**config.mk**
```make
export PLATFORM = sky130hd
export DESIGN_NAME = uart_transmit_fifo
export DESIGN_NICKNAME = d
export VERILOG_FILES = /design/src/rtl/uart_transmit_fifo.sv
export SDC_FILE = /design/constraint.sdc
export NUM_CORES = 1
export LEC_CHECK = 0
export ABC_AREA = 1
export BUFFER_PORTS_ARGS = -buffer_cell sky130_fd_sc_hd__buf_2
export CAP_MARGIN = 15
export CORE_UTILIZATION = 30
export DETAILED_ROUTE_END_ITERATION = 10
export PLACE_DENSITY = 0.43
export RECOVER_POWER = 50
export SLEW_MARGIN = 15
export SYNTH_ARGS = -nofsm -noshare
export SYNTH_HDL_FRONTEND = slang
export SYNTH_SLANG_ARGS = --single-unit
export TNS_END_PERCENT = 5
```
**constraint.sdc**
```tcl
create_clock -name clk_in -period 3.6 [get_ports clk_in]
set_input_delay 0.54 -clock clk_in [delete_from_list [all_inputs] [get_ports clk_in]]
set_output_delay 0.54 -clock clk_in [all_outputs]
set_load 0.05 [all_outputs]
```
**src/rtl/uart_transmit_fifo.sv**
```systemverilog
// UART transmitter fed by a small word FIFO: configurable data width, parity and stop bits.
// Frames are sent LSB first and back-to-back while the FIFO holds words.
module uart_transmit_fifo #(
  parameter int INPUT_CLOCK_FREQ = 100_000_000,
  parameter int BAUD_RATE        = 115_200,
  parameter int DATA_BITS        = 8,
  parameter int PARITY           = 0,
  parameter int STOP_BITS        = 1,
  parameter int FIFO_DEPTH       = 4
) (
  input  logic                          clk_in,
  input  logic                          rst_n_in,
  input  logic [DATA_BITS-1:0]          data_in,
  input  logic                          valid_in,
  output logic                          ready_out,
  output logic [$clog2(FIFO_DEPTH):0]   count_out,
  output logic                          busy_out,
  output logic                          frame_done_out,
  output logic                          tx_wire_out
);

  localparam int PERIOD_CYCLES = INPUT_CLOCK_FREQ / BAUD_RATE;
  localparam int PW = $clog2(FIFO_DEPTH);
  localparam int CW = PW + 1;
  localparam int TW = $clog2(PERIOD_CYCLES);

  localparam logic [TW-1:0] PERIOD_LAST = TW'(PERIOD_CYCLES - 1);
  localparam logic [CW-1:0] DEPTH_C     = CW'(FIFO_DEPTH);
  localparam logic [3:0]    DATA_LAST   = 4'(DATA_BITS - 1);
  localparam logic [3:0]    STOP_LAST   = 4'(STOP_BITS - 1);

  typedef enum logic [2:0] {
    ST_IDLE   = 3'd0,
    ST_START  = 3'd1,
    ST_DATA   = 3'd2,
    ST_PARITY = 3'd3,
    ST_STOP   = 3'd4
  } state_t;

  // Odd parity makes the total count of ones odd, even parity makes it even.
  function automatic logic parity_bit(input logic [DATA_BITS-1:0] word);
    logic p;
    p = ^word;
    if (PARITY == 1) begin
      parity_bit = ~p;
    end else begin
      parity_bit = p;
    end
  endfunction

  state_t               state_q, state_d;
  logic [TW-1:0]        timer_q, timer_d;
  logic [3:0]           bit_q, bit_d;
  logic [DATA_BITS-1:0] shift_q, shift_d;
  logic                 par_q, par_d;
  logic                 tx_q, tx_d;
  logic                 done_q, done_d;
  logic                 busy_q, busy_d;
  logic                 ready_q, ready_d;
  logic [CW-1:0]        count_q, count_d;
  logic [PW-1:0]        wr_ptr_q, wr_ptr_d;
  logic [PW-1:0]        rd_ptr_q, rd_ptr_d;
  logic [DATA_BITS-1:0] mem_q [FIFO_DEPTH];

  logic                 push_s;
  logic                 pop_s;
  logic                 bit_end_s;
  logic                 last_stop_s;
  logic [DATA_BITS-1:0] head_word_s;

  // Serialiser next-state: bit timing, shifting, and popping the head word into the shifter.
  always_comb begin
    state_d     = state_q;
    timer_d     = timer_q;
    bit_d       = bit_q;
    shift_d     = shift_q;
    par_d       = par_q;
    tx_d        = tx_q;
    head_word_s = mem_q[rd_ptr_q];
    bit_end_s   = (timer_q == {TW{1'b0}});
    last_stop_s = (state_q == ST_STOP) && bit_end_s && (bit_q == STOP_LAST);
    pop_s       = (count_q != {CW{1'b0}}) && ((state_q == ST_IDLE) || last_stop_s);

    case (state_q)
      ST_IDLE: begin
        if (pop_s) begin
          state_d = ST_START;
          timer_d = PERIOD_LAST;
          bit_d   = 4'd0;
          shift_d = head_word_s;
          par_d   = parity_bit(head_word_s);
          tx_d    = 1'b0;
        end else begin
          tx_d    = 1'b1;
        end
      end
      ST_START: begin
        if (bit_end_s) begin
          state_d = ST_DATA;
          timer_d = PERIOD_LAST;
          bit_d   = 4'd0;
          tx_d    = shift_q[0];
        end else begin
          timer_d = timer_q - TW'(1);
        end
      end
      ST_DATA: begin
        if (bit_end_s) begin
          timer_d = PERIOD_LAST;
          if (bit_q == DATA_LAST) begin
            if (PARITY != 0) begin
              state_d = ST_PARITY;
              tx_d    = par_q;
            end else begin
              state_d = ST_STOP;
              bit_d   = 4'd0;
              tx_d    = 1'b1;
            end
          end else begin
            shift_d = {1'b0, shift_q[DATA_BITS-1:1]};
            bit_d   = bit_q + 4'd1;
            tx_d    = shift_q[1];
          end
        end else begin
          timer_d = timer_q - TW'(1);
        end
      end
      ST_PARITY: begin
        if (bit_end_s) begin
          state_d = ST_STOP;
          timer_d = PERIOD_LAST;
          bit_d   = 4'd0;
          tx_d    = 1'b1;
        end else begin
          timer_d = timer_q - TW'(1);
        end
      end
      ST_STOP: begin
        if (last_stop_s) begin
          // A queued word starts its start bit with no idle gap.
          if (pop_s) begin
            state_d = ST_START;
            timer_d = PERIOD_LAST;
            bit_d   = 4'd0;
            shift_d = head_word_s;
            par_d   = parity_bit(head_word_s);
            tx_d    = 1'b0;
          end else begin
            state_d = ST_IDLE;
            tx_d    = 1'b1;
          end
        end else if (bit_end_s) begin
          timer_d = PERIOD_LAST;
          bit_d   = bit_q + 4'd1;
          tx_d    = 1'b1;
        end else begin
          timer_d = timer_q - TW'(1);
        end
      end
      default: begin
        state_d = ST_IDLE;
        tx_d    = 1'b1;
      end
    endcase
  end

  // FIFO pointers, occupancy and the registered status flags.
  always_comb begin
    push_s   = valid_in && ready_q;
    count_d  = count_q;
    wr_ptr_d = wr_ptr_q;
    rd_ptr_d = rd_ptr_q;

    case ({push_s, pop_s})
      2'b10:   count_d = count_q + CW'(1);
      2'b01:   count_d = count_q - CW'(1);
      default: count_d = count_q;
    endcase

    if (push_s) begin
      wr_ptr_d = wr_ptr_q + PW'(1);
    end else begin
      wr_ptr_d = wr_ptr_q;
    end

    if (pop_s) begin
      rd_ptr_d = rd_ptr_q + PW'(1);
    end else begin
      rd_ptr_d = rd_ptr_q;
    end

    ready_d = (count_d != DEPTH_C);
    busy_d  = (state_d != ST_IDLE) || (count_d != {CW{1'b0}});
    done_d  = (state_d == ST_STOP) && (bit_d == STOP_LAST) && (timer_d == {TW{1'b0}});
  end

  // State and status registers; reset discards the queue and any frame in flight.
  always_ff @(posedge clk_in or negedge rst_n_in) begin
    if (!rst_n_in) begin
      state_q  <= ST_IDLE;
      timer_q  <= {TW{1'b0}};
      bit_q    <= 4'd0;
      shift_q  <= {DATA_BITS{1'b0}};
      par_q    <= 1'b0;
      tx_q     <= 1'b1;
      done_q   <= 1'b0;
      busy_q   <= 1'b0;
      ready_q  <= 1'b1;
      count_q  <= {CW{1'b0}};
      wr_ptr_q <= {PW{1'b0}};
      rd_ptr_q <= {PW{1'b0}};
    end else begin
      state_q  <= state_d;
      timer_q  <= timer_d;
      bit_q    <= bit_d;
      shift_q  <= shift_d;
      par_q    <= par_d;
      tx_q     <= tx_d;
      done_q   <= done_d;
      busy_q   <= busy_d;
      ready_q  <= ready_d;
      count_q  <= count_d;
      wr_ptr_q <= wr_ptr_d;
      rd_ptr_q <= rd_ptr_d;
    end
  end

  // Word storage; stale entries are harmless because the pointers gate every read.
  always_ff @(posedge clk_in) begin
    if (push_s) begin
      mem_q[wr_ptr_q] <= data_in;
    end
  end

  assign ready_out      = ready_q;
  assign count_out      = count_q;
  assign busy_out       = busy_q;
  assign frame_done_out = done_q;
  assign tx_wire_out    = tx_q;

endmodule
```
==> flow_summary.json, run 1 <==
{
  "final.min_clock_period_ns": 3.06,
  "tritoncts": "done",
  "setup_tns_ns": 0,
  "detail_route.wirelength_um": 8420,
  "core_mm2": 0.0116,
  "drc": 4,
  "antenna_cells_inserted": 0,
  "grt_antenna_before_repair": 0,
  "failed_checks": "DRC, capacitance limit, slew limit",
  "ys.warnings.count": 0,
  "crit_path_start_kind": "flip-flop",
  "vias": 2700,
  "min_to": "mem_q[0][7]$_DFFE_PP_",
  "top_level_ports": 18,
  "min_period_over_period_pct": 85.0,
  "clkSlewWorstSetupHoldPaths_ns": 0.06,
  "drt-vias-per-instance": 4.66,
  "crit-reg2reg-launch": "timer_q[0]$_DFF_PN0_",
  "summed_instance_area_of_the_synthesized_netlist_mm2": 0.00360,
  "finalClockSkew_ns": 0.00771,
  "ir_drop_mv": 0.383,
  "hold-path-cell-count": 1,
  "avgRoutedWirePerCell_um": 14.5,
  "hp-start": "data_in[7]",
  "path_max_fanout": 6,
  "layout_common_cells": "sky130_fd_sc_hd__nand2_1 (107), sky130_fd_sc_hd__nand3_1 (52), sky130_fd_sc_hd__inv_1 (46)",
  "timing.hold.worst.class": "in2reg",
  "routability_congestion_estimate_from_global_placement": 0.836,
  "synth_top_flop_cell": "sky130_fd_sc_hd__dfrtp_1",
  "post_synth_edffs": 32,
  "core.rowCount": 39,
  "share_of_cells_above_drive_strength_1_pct": 12.6,
  "fp.dieW_um": 112,
  "track_usage_pct": 14.9,
  "maximum_operating_frequency_ghz": 0.327,
  "floorplan_die_area_mm2": 0.0125,
  "reg2reg_setup_slack_ns": 0.54,
  "dp_slack_ns": 0.557,
  "ant_nets": 0,
  "syn_avg_cell_area_um2": 8.79,
  "buffers_on_ports": 17,
  "worst_r2r_path_depth": 15,
  "synth.area.top_cells": "sky130_fd_sc_hd__edfxtp_1 (27%), sky130_fd_sc_hd__dfrtp_1 (24%), sky130_fd_sc_hd__nand2_1 (11%)",
  "first_global_vias": 2762,
  "timing.critical_path.mode_cell": "sky130_fd_sc_hd__inv_1",
  "first_iter_violations": 127,
  "finalHoldViolations": 0,
  "setup_viol": 0,
  "crit_arrival_ns": 3.28,
  "timing_worst_setup_path_type": "reg2reg",
  "instances_no_fill": 579,
  "syn_nets": 431,
  "outcome": "complete, but fails checks",
  "dpl.hpwl_um": 5930,
  "slowest_cp_cell": "sky130_fd_sc_hd__dfrtp_1",
  "total_cts_buffers": 9,
  "layout_setup_ws_ns": 0.542,
  "rsz0062_at_grt": "false",
  "starting_density_pct": 31.1,
  "cts.htree.levels": 3,
  "clk-insertion-delay-late_ns": 0.34,
  "syn_to_final_growth_pct": 14.8,
  "clk_path_buf_depth": 2,
  "type_of_destination_of_the_critical_path": "flip-flop",
  "timing.max_cap.violations": 1,
  "synth-seq-cells": 68,
  "synthesis.instances": 410,
  "die-height_um": 112,
  "final-max-slew-violation-count": 37,
  "grt_start_max_net_pins": 37,
  "max_slew.worst_pin.slew_ns": 2.03,
  "cts_resizes": 0,
  "r2r_end": "busy_out$_DFF_PN0_",
  "timing.critical_path.cells": "inv_1 > ha_1 > nand2_2 > nor2_4 > nand3_4 > nand2_4 > nand2_4 > inv_1 > ha_1 > inv_1 > fa_1 > a21oi_1 > o21ai_0 > xnor2_1 > or3b_1",
  "place_inst": 563,
  "share_of_async_settable_or_async_resettable_flops_after_synthesis_pct": 52.9,
  "powerDensity_mw_per_mm2": 856,
  "worst_path_largest_cell_delay_ns": 0.39,
  "synth_largest_area_cell": "sky130_fd_sc_hd__edfxtp_1",
  "critPathBufInv": 3,
  "gr-total-overflow": 0,
  "fin_nets": 452,
  "postCtsSetupRepairBufs": 0,
  "yosysTopAreaCellShare_pct": 26.7,
  "yosysUniqueCellTypes": 39,
  "cts_root_buf": "sky130_fd_sc_hd__clkbuf_16",
  "layout_commonest_cell": "sky130_fd_sc_hd__nand2_1",
  "worstPathRequired_ns": 3.82,
  "synth-seq-area-share_pct": 51.8,
  "first_pass_iters": 7,
  "clock_sink_count": 68,
  "hold_buffers": 0,
  "worst_path_dominant_cell_family": "simple AND/OR/NAND/NOR gates",
  "maxSlewHeadroom_pct": -35.4,
  "leakagePower_nw": 1.86,
  "global_route_wire_length_before_repair_um": 14200
}
## worst reg2reg max path, stage by stage (launching register included)
cell and delay [ns]:
sky130_fd_sc_hd__dfrtp_1 0.39, sky130_fd_sc_hd__inv_1 0.13, sky130_fd_sc_hd__ha_1 0.29, sky130_fd_sc_hd__nand2_2 0.12
sky130_fd_sc_hd__nor2_4 0.18, sky130_fd_sc_hd__nand3_4 0.13, sky130_fd_sc_hd__nand2_4 0.09, sky130_fd_sc_hd__nand2_4 0.07
sky130_fd_sc_hd__inv_1 0.13, sky130_fd_sc_hd__ha_1 0.16, sky130_fd_sc_hd__inv_1 0.07, sky130_fd_sc_hd__fa_1 0.37
sky130_fd_sc_hd__a21oi_1 0.15, sky130_fd_sc_hd__o21ai_0 0.12, sky130_fd_sc_hd__xnor2_1 0.16, sky130_fd_sc_hd__or3b_1 0.37
## cells by family (layout without fill, tap and decap cells)
family,Yosys count,after routing,synth area share (%)
simple gates,230,230,29.7
compound gates,36,36,6.15
flops,68,68,51.8
fa+ha+maj,10,10,3.68
buf+inv,59,85,6.98
xor+xnor,7,7,1.70
## synthesized netlist by cell type (2+ instances only)
| library cell | count |
|---|---|
| sky130_fd_sc_hd__clkbuf_1 | 3 |
| sky130_fd_sc_hd__nand2_2 | 5 |
| sky130_fd_sc_hd__nand2_1 | 107 |
| sky130_fd_sc_hd__o21ai_0 | 16 |
| sky130_fd_sc_hd__xor2_1 | 5 |
| sky130_fd_sc_hd__xnor2_1 | 2 |
| sky130_fd_sc_hd__nor2_1 | 40 |
| sky130_fd_sc_hd__nand3_2 | 4 |
| sky130_fd_sc_hd__a31oi_1 | 4 |
| sky130_fd_sc_hd__inv_1 | 46 |
| sky130_fd_sc_hd__edfxtp_1 | 32 |
| sky130_fd_sc_hd__nor2_4 | 4 |
| sky130_fd_sc_hd__nand2_4 | 2 |
| sky130_fd_sc_hd__a31oi_2 | 3 |
| sky130_fd_sc_hd__dfstp_2 | 2 |
| sky130_fd_sc_hd__ha_1 | 9 |
| sky130_fd_sc_hd__nand3_1 | 52 |
| sky130_fd_sc_hd__a22oi_1 | 2 |
| sky130_fd_sc_hd__nand4_1 | 6 |
| sky130_fd_sc_hd__dfrtp_1 | 34 |
| sky130_fd_sc_hd__inv_2 | 3 |
| sky130_fd_sc_hd__nand3b_1 | 2 |
| sky130_fd_sc_hd__a21oi_1 | 7 |
| sky130_fd_sc_hd__nor2_2 | 5 |
## sequential cells by signal, indices dropped and copies added, names as in the netlist
signal,flops
mem_q,32
timer_q,10
shift_q,8
bit_q,4
count_out,3
state_q,3
rd_ptr_q,2
wr_ptr_q,2
busy_out,1
frame_done_out,1
ready_out,1
tx_wire_out,1
## where the power goes
group	total, mW	leakage (nW)	internal, mW	switching (mW)
Combinational	1.28	0.980	0.419	0.863
Sequential	1.27	0.715	1.06	0.209
Clock	0.991	0.163	0.619	0.372
Total	3.54	1.86	2.10	1.44
## per-stage QoR
step           power, mW  cell area, µm²  hold slack, ns  utilization (%)
2_1_floorplan       2.24            3600           0.244                -
3_3_place_gp        2.59            3810           0.479             33.0
3_5_place_dp        2.59            3810           0.497             33.0
4_1_cts             3.59            4150           0.345             35.9
5_1_grt             3.81            4130           0.473             35.7
6_report            3.54            4130           0.464             35.7
## area by class of cell
type,count,area [µm²]
Fill cell,1193,7430
Sequential cell,68,1860
Multi-Input combinational cell,283,1490
Clock buffer,9,225
Inverter,51,193
Tap cell,143,179
Clock inverter,7,106
Timing Repair Buffer,18,80.1
## routing by layer
| layer | vias up | global-route usage (%) | share of wire [%] |
|---|---|---|---|
| met1 | 1246 | 18.5 | 46 |
| met5 | - | 0 | 0 |
| met2 | 52 | 24.8 | 48 |
| met3 | 12 | 3.48 | 3.7 |
| met4 | 0 | 6.76 | 2.5 |
| li1 | 1390 | - | - |
## worst max path at each step
stage                                    end  depth (start not counted)            startpoint  slack (ns)
final                     busy_out$_DFF_PN0_                         15  timer_q[0]$_DFF_PN0_        0.54
after global routing      busy_out$_DFF_PN0_                         15  timer_q[0]$_DFF_PN0_        0.26
after CTS                 busy_out$_DFF_PN0_                         15  timer_q[0]$_DFF_PN0_        0.55
after detailed placement  busy_out$_DFF_PN0_                         15  timer_q[0]$_DFF_PN0_        0.56
after global placement    busy_out$_DFF_PN0_                         15  timer_q[0]$_DFF_PN0_        0.67
after floorplan           busy_out$_DFF_PN0_                         15  timer_q[0]$_DFF_PN0_        0.84
No activity file was read; power rests on OpenSTA's default activity.
==> run 2, diff against run 1 <==
==> constraint.sdc (replaced) <==
create_clock -name clk_in -period 3.1 [get_ports clk_in]
set_input_delay 0.465 -clock clk_in [delete_from_list [all_inputs] [get_ports clk_in]]
set_output_delay 0.465 -clock clk_in [all_outputs]
set_load 0.05 [all_outputs]
==> flow_summary.json, run 2 (same netlist as run 1, synthesis figures left out) <==
{
  "gr-total-overflow": 0,
  "rsz0062_at_grt": "false",
  "min_period_over_period_pct": 90.4,
  "drt-vias-per-instance": 4.70,
  "hold-path-cell-count": 1,
  "cts_root_buf": "sky130_fd_sc_hd__clkbuf_16",
  "crit_path_start_kind": "flip-flop",
  "path_max_fanout": 6,
  "crit_arrival_ns": 3.02,
  "final-max-slew-violation-count": 37,
  "drc": 4,
  "fin_area_mm2": 0.00418,
  "detail_route.wirelength_um": 8440,
  "reg2reg_setup_slack_ns": 0.30,
  "avgRoutedWirePerCell_um": 14.5,
  "place_area_mm2": 0.00384,
  "min_to": "mem_q[0][5]$_DFFE_PP_",
  "largest_register_ff_count": 32,
  "core.rowCount": 39,
  "r2r_end": "busy_out$_DFF_PN0_",
  "top_level_ports": 18,
  "clockPowerShare_pct": 28.0,
  "outcome": "complete, but fails checks",
  "timing.max_cap.violations": 1,
  "starting_density_pct": 31.1,
  "layout_commonest_cell": "sky130_fd_sc_hd__nand2_1",
  "regMostFlops": "mem_q",
  "fillerInstances": 1180,
  "power_frac_comb_pct": 37.4,
  "routability_congestion_estimate_from_global_placement": 0.828,
  "first_global_vias": 2686,
  "type_of_destination_of_the_critical_path": "flip-flop",
  "floorplan_die_area_mm2": 0.0125,
  "max_slew.worst_pin.slew_ns": 2.06,
  "track_usage_pct": 15.0,
  "core_mm2": 0.0116,
  "instances_no_fill": 584,
  "sequential_cell_area_mm2": 0.00186,
  "vias": 2742,
  "cellInternalPower_mw": 2.46,
  "dpl.hpwl_um": 6020,
  "clock_sink_count": 68,
  "maxSlewHeadroom_pct": -37.4,
  "netsw_mw": 1.69,
  "share_of_cells_above_drive_strength_1_pct": 14.1,
  "global_route_wire_length_before_repair_um": 14100,
  "setup_tns_ns": 0,
  "timing_worst_setup_path_type": "reg2reg",
  "clk-insertion-delay-late_ns": 0.34,
  "powerDensity_mw_per_mm2": 994,
  "final.min_clock_period_ns": 2.80,
  "failed_checks": "DRC, capacitance limit, slew limit",
  "sw_frac_of_total_pct": 40.8,
  "timing.hold.worst.class": "in2reg",
  "tritoncts": "done",
  "ant_nets": 0,
  "grt_antenna_before_repair": 0,
  "leakagePower_nw": 1.88,
  "antenna_cells_inserted": 0,
  "ir_drop_mv": 0.363,
  "worst_r2r_path_depth": 15,
  "p_seq_share_pct": 34.6,
  "maximum_operating_frequency_ghz": 0.357,
  "grt_start_max_net_pins": 37,
  "setup_viol": 0,
  "die-height_um": 112,
  "worstPathRequired_ns": 3.32,
  "post-layout-total-power_mw": 4.15,
  "finalClockSkew_ns": 0.00773,
  "top_regs": "mem_q (32), timer_q (10), shift_q (8)",
  "cts.htree.levels": 3,
  "syn_to_final_growth_pct": 15.9,
  "first_iter_violations": 144,
  "fin_nets": 457,
  "finalHoldViolations": 0,
  "buffers_on_ports": 17,
  "first_pass_iters": 7,
  "clkSlewWorstSetupHoldPaths_ns": 0.06,
  "total_cts_buffers": 9,
  "hp-start": "data_in[5]",
  "finalCoreUtilization_pct": 36.1,
  "crit-reg2reg-launch": "timer_q[0]$_DFF_PN0_",
  "layout_common_cells": "sky130_fd_sc_hd__nand2_1 (107), sky130_fd_sc_hd__nand3_1 (52), sky130_fd_sc_hd__inv_1 (44)",
  "fp.dieW_um": 112,
  "place_inst": 567,
  "clk_path_buf_depth": 2,
  "multi_input_area_mm2": 0.00149
}
[run 2: cell count changes in the layout (fill, tap and decap cells not counted)]
cell / before / now
sky130_fd_sc_hd__inv_2: 3 / 5
sky130_fd_sc_hd__buf_4: 1 / 6
sky130_fd_sc_hd__clkinvlp_4: 0 / 1
sky130_fd_sc_hd__inv_6: 2 / 3
sky130_fd_sc_hd__nor2_2: 5 / 4
sky130_fd_sc_hd__nor2_4: 4 / 5
sky130_fd_sc_hd__clkinv_4: 2 / 0
sky130_fd_sc_hd__inv_1: 46 / 44
[run 2: layer usage]
layer | vias up | routed length, µm | track usage, %
li1 | 1405 | - | -
met1 | 1292 | 4070 | 19.5
met2 | 38 | 4020 | 24.2
met3 | 7 | 233 | 3.43
met4 | 0 | 123 | 5.68
met5 | - | 0 | 0
[run 2: worst max-delay path by stage]
stage | startpoint | slack (ns) | end | cells past startpoint
floorplan | timer_q[0]$_DFF_PN0_ | 0.34 | busy_out$_DFF_PN0_ | 15
global placement | timer_q[0]$_DFF_PN0_ | 0.26 | busy_out$_DFF_PN0_ | 15
detailed placement | timer_q[0]$_DFF_PN0_ | 0.17 | busy_out$_DFF_PN0_ | 15
CTS | timer_q[0]$_DFF_PN0_ | 0.16 | busy_out$_DFF_PN0_ | 15
global route | timer_q[0]$_DFF_PN0_ | 0.03 | busy_out$_DFF_PN0_ | 15
finish | timer_q[0]$_DFF_PN0_ | 0.30 | busy_out$_DFF_PN0_ | 15
[run 2: worst max-delay path, cell delays in order (launching register included)]
cell and delay [ns]:
sky130_fd_sc_hd__dfrtp_1 0.40, sky130_fd_sc_hd__inv_2 0.10, sky130_fd_sc_hd__ha_1 0.19, sky130_fd_sc_hd__nand2_2 0.10, sky130_fd_sc_hd__nor2_4 0.15, sky130_fd_sc_hd__nand3_4 0.13, sky130_fd_sc_hd__nand2_4 0.09, sky130_fd_sc_hd__nand2_4 0.07
sky130_fd_sc_hd__inv_2 0.09, sky130_fd_sc_hd__ha_1 0.13, sky130_fd_sc_hd__inv_1 0.07, sky130_fd_sc_hd__fa_1 0.38, sky130_fd_sc_hd__a21oi_1 0.14, sky130_fd_sc_hd__o21ai_0 0.11, sky130_fd_sc_hd__xnor2_1 0.17, sky130_fd_sc_hd__or3b_1 0.37
[run 2: power groups by stage]
stage	clock network, mW	registers, mW	logic [mW]
after floorplan	0	1.49	1.11
after global placement	0	1.45	1.58
after detailed placement	0	1.45	1.57
after CTS	1.19	1.44	1.57
after global routing	1.21	1.48	1.78
final	1.16	1.44	1.55
[run 2: stage by stage]
stage | hold WS, ns | setup WS, ns
floorplan | 0.169 | 0.340
global placement | 0.479 | 0.258
detailed placement | 0.486 | 0.168
CTS | 0.291 | 0.164
global route | 0.387 | 0.0277
finish | 0.387 | 0.299
[run 2: cell type report]
class	instances	share of cell area [%]
flip-flops and latches	68	44.7
clock buffers	9	5.39
inverters	51	4.61
multi-input cells	283	35.7
clock inverters	7	2.52
well taps	143	4.29
repair buffers	23	2.82
[run 2: timing repair]
action	4_1_cts	5_1_grt
hold endpoints to repair	0	0
hold buffers	0	0
gates resized for setup	0	3
buffers inserted	0	1
setup endpoints to repair	0	1
==> run 3, diff against run 2 <==
--- a/config.mk
+++ b/config.mk
@@ -5,12 +5,13 @@
 export SDC_FILE = /design/constraint.sdc
 export NUM_CORES = 1
 export LEC_CHECK = 0
-export ABC_AREA = 1
 export BUFFER_PORTS_ARGS = -buffer_cell sky130_fd_sc_hd__buf_2
 export CAP_MARGIN = 15
+export CELL_PAD_IN_SITES_DETAIL_PLACEMENT = 1
+export CELL_PAD_IN_SITES_GLOBAL_PLACEMENT = 2
 export CORE_UTILIZATION = 30
 export DETAILED_ROUTE_END_ITERATION = 10
-export PLACE_DENSITY = 0.43
+export PLACE_DENSITY = 0.66
 export RECOVER_POWER = 50
 export SLEW_MARGIN = 15
 export SYNTH_ARGS = -nofsm -noshare
==> flow_summary.json, run 3 <==
{
  "dp_slack_ns": -0.0507,
  "failed_checks": "capacitance limit, slew limit",
  "fp.dieW_um": 109,
  "syn_nets": 319,
  "timing.hold.worst.class": "in2reg",
  "total_cts_buffers": 9,
  "final.min_clock_period_ns": 3.01,
  "cp.depth": 8,
  "layout_common_cells": "sky130_fd_sc_hd__dfrtp_1 (34), sky130_fd_sc_hd__edfxtp_1 (32), sky130_fd_sc_hd__nand2_1 (31)",
  "fin_nets": 359,
  "cts_root_buf": "sky130_fd_sc_hd__clkbuf_16",
  "drt-vias-per-instance": 5.24,
  "top_regs": "mem_q (32), timer_q (10), shift_q (8)",
  "rsz0062_at_grt": "true",
  "first_iter_violations": 64,
  "layout_setup_ws_ns": 0.0886,
  "vias": 2532,
  "synthesis.instances": 298,
  "post-layout-total-power_mw": 2.58,
  "ir_drop_mv": 0.528,
  "maximum_operating_frequency_ghz": 0.332,
  "tritoncts": "done",
  "syn_avg_cell_area_um2": 11.6,
  "track_usage_pct": 16.4,
  "critPathBufInv": 1,
  "crit-reg2reg-launch": "timer_q[5]$_DFF_PN0_",
  "synth.area.top_cells": "sky130_fd_sc_hd__edfxtp_1 (28%), sky130_fd_sc_hd__dfrtp_1 (25%), sky130_fd_sc_hd__mux4_2 (5.2%)",
  "core.rowCount": 38,
  "avgRoutedWirePerCell_um": 17.8,
  "die-height_um": 109,
  "max_slew.worst_pin.slew_ns": 1.99,
  "detail_route.wirelength_um": 8600,
  "starting_density_pct": 31.4,
  "drc": 0,
  "grt_antenna_before_repair": 0,
  "worst_path_dominant_cell_family": "simple AND/OR/NAND/NOR gates",
  "core_mm2": 0.0110,
  "crit_arrival_ns": 3.21,
  "clk_path_buf_depth": 2,
  "reg2reg_setup_slack_ns": 0.09,
  "yosysUniqueCellTypes": 65,
  "largest_register_ff_count": 32,
  "timing.critical_path.mode_cell": "sky130_fd_sc_hd__or4_1",
  "crit_path_start_kind": "flip-flop",
  "path_max_fanout": 3,
  "setup.worst_path.start": "timer_q[5]$_DFF_PN0_",
  "synth_largest_area_cell": "sky130_fd_sc_hd__edfxtp_1",
  "floorplan_die_area_mm2": 0.0120,
  "dpl.hpwl_um": 6420,
  "outcome": "complete, but fails checks",
  "fillerInstances": 1229,
  "global_route_wire_length_before_repair_um": 14500,
  "regMostFlops": "mem_q",
  "final-max-slew-violation-count": 37,
  "finalHoldViolations": 0,
  "synth-seq-cells": 68,
  "r2r_end": "busy_out$_DFF_PN0_",
  "min_period_over_period_pct": 97.1,
  "gr-total-overflow": 0,
  "finalClockSkew_ns": 0.00938,
  "clkSlewWorstSetupHoldPaths_ns": 0.06,
  "share_of_cells_above_drive_strength_1_pct": 23.3,
  "slowest_cp_cell": "sky130_fd_sc_hd__or4_1",
  "most_numerous_cell_in_the_yosys_netlist": "sky130_fd_sc_hd__dfrtp_1",
  "antenna_cells_inserted": 0,
  "first_pass_iters": 4,
  "syn_to_final_growth_pct": 20.6,
  "clock_sink_count": 68,
  "share_of_async_settable_or_async_resettable_flops_after_synthesis_pct": 52.9,
  "whs_ns": 0.405,
  "maxSlewHeadroom_pct": -33.0,
  "worstPathRequired_ns": 3.30,
  "leakagePower_nw": 1.67,
  "powerDensity_mw_per_mm2": 618,
  "setup_viol": 0,
  "ys.warnings.count": 0,
  "timing.critical_path.to": "busy_out$_DFF_PN0_",
  "synth_top_flop_cell": "sky130_fd_sc_hd__dfrtp_1",
  "routability_congestion_estimate_from_global_placement": 0.764,
  "ant_nets": 0,
  "clk-insertion-delay-late_ns": 0.33,
  "timing_worst_setup_path_type": "reg2reg",
  "synthTopCellsByCount": "sky130_fd_sc_hd__dfrtp_1 (34), sky130_fd_sc_hd__edfxtp_1 (32), sky130_fd_sc_hd__nand2_1 (31)",
  "cts.htree.levels": 3,
  "yosysTopAreaCellShare_pct": 27.8,
  "synth-seq-area-share_pct": 53.9,
  "timing.max_cap.violations": 1,
  "first_global_vias": 2680,
  "buffers_on_ports": 17,
  "post_synth_edffs": 32,
  "type_of_destination_of_the_critical_path": "flip-flop",
  "summed_instance_area_of_the_synthesized_netlist_mm2": 0.00346,
  "worst_path_largest_cell_delay_ns": 0.60,
  "top_level_ports": 18,
  "timing.critical_path.cells": "or4_1 > o41ai_4 > and2_4 > ha_4 > inv_2 > fa_2 > mux2i_2 > or4_1",
  "grt_start_max_net_pins": 37,
  "finalCoreUtilization_pct": 37.9,
  "worst_r2r_path_depth": 8,
  "layout_commonest_cell": "sky130_fd_sc_hd__dfrtp_1"
}
run 3: changes by cell type after synthesis, sizes merged, moves of 6 or more:
cell,previous run,this run
inv,49,12
mux2i,0,8
nand3,57,2
nor3,1,7
nand2,114,31
nand2b,0,7
nor2,49,18
mux4,0,8
o21ai,17,30
run 3: repair_timing:
action,in CTS,in global routing
gates resized for setup,2,2
hold buffers,0,0
setup buffers,0,0
setup endpoints to repair,1,1
run 3: through the flow:
step	std cells	setup TNS (ns)	instance area [µm²]
3_5_place_dp	467	-0.0507	3870
2_1_floorplan	298	-0.129	3490
3_3_place_gp	467	0	3870
5_1_grt	483	-0.0287	4180
6_report	483	0	4180
4_1_cts	483	0	4180
run 3: report_power, final:
part | switching, mW | internal, mW | total [mW]
Combinational | 0.269 | 0.147 | 0.415
Clock | 0.404 | 0.626 | 1.03
Sequential | 0.0610 | 1.07 | 1.13
run 3: kinds of logic after synthesis:
family | synth area share (%)
multiplexers | 7.85
buffers and inverters | 3.18
XOR/XNOR | 1.77
flip-flops | 53.9
AND/OR/NAND/NOR | 15.5
adder cells (fa/ha/maj) | 3.83
AO/OA/AOI/OAI | 14.0
run 3: layout make-up:
type	instances	area [µm²]	area share, %
sequential	68	1860	44.7
multi-input combinational	204	1520	36.5
inverter	12	45.0	1.08
timing repair buffer	43	268	6.41
clock buffer	9	225	5.39
clock inverter	7	75.1	1.80
tap	140	175	4.20
run 3: routing by layer:
metal	global-route usage [%]	wire length (µm)	up-vias
met1	23.2	4410	1307
met4	5.43	113	0
met2	25.2	3910	22
li1	-	-	1192
met3	3.08	170	11
met5	0	0	-
run 3: worst min-delay path by stage:
stage                                 startpoint                endpoint  slack (ns)  cells past startpoint
after detailed placement  shift_q[0]$_DFFE_PN0P_  shift_q[0]$_DFFE_PN0P_        0.48                      2
after CTS                               rst_n_in    timer_q[0]$_DFF_PN0_        0.26                      1
final                                 data_in[3]   mem_q[0][3]$_DFFE_PP_        0.41                      1
after global routing                  data_in[1]   mem_q[3][1]$_DFFE_PP_        0.41                      1
after global placement    shift_q[2]$_DFFE_PN0P_  shift_q[2]$_DFFE_PN0P_        0.47                      2
after floorplan                         rst_n_in      bit_q[0]$_DFF_PN0_        0.17                      0
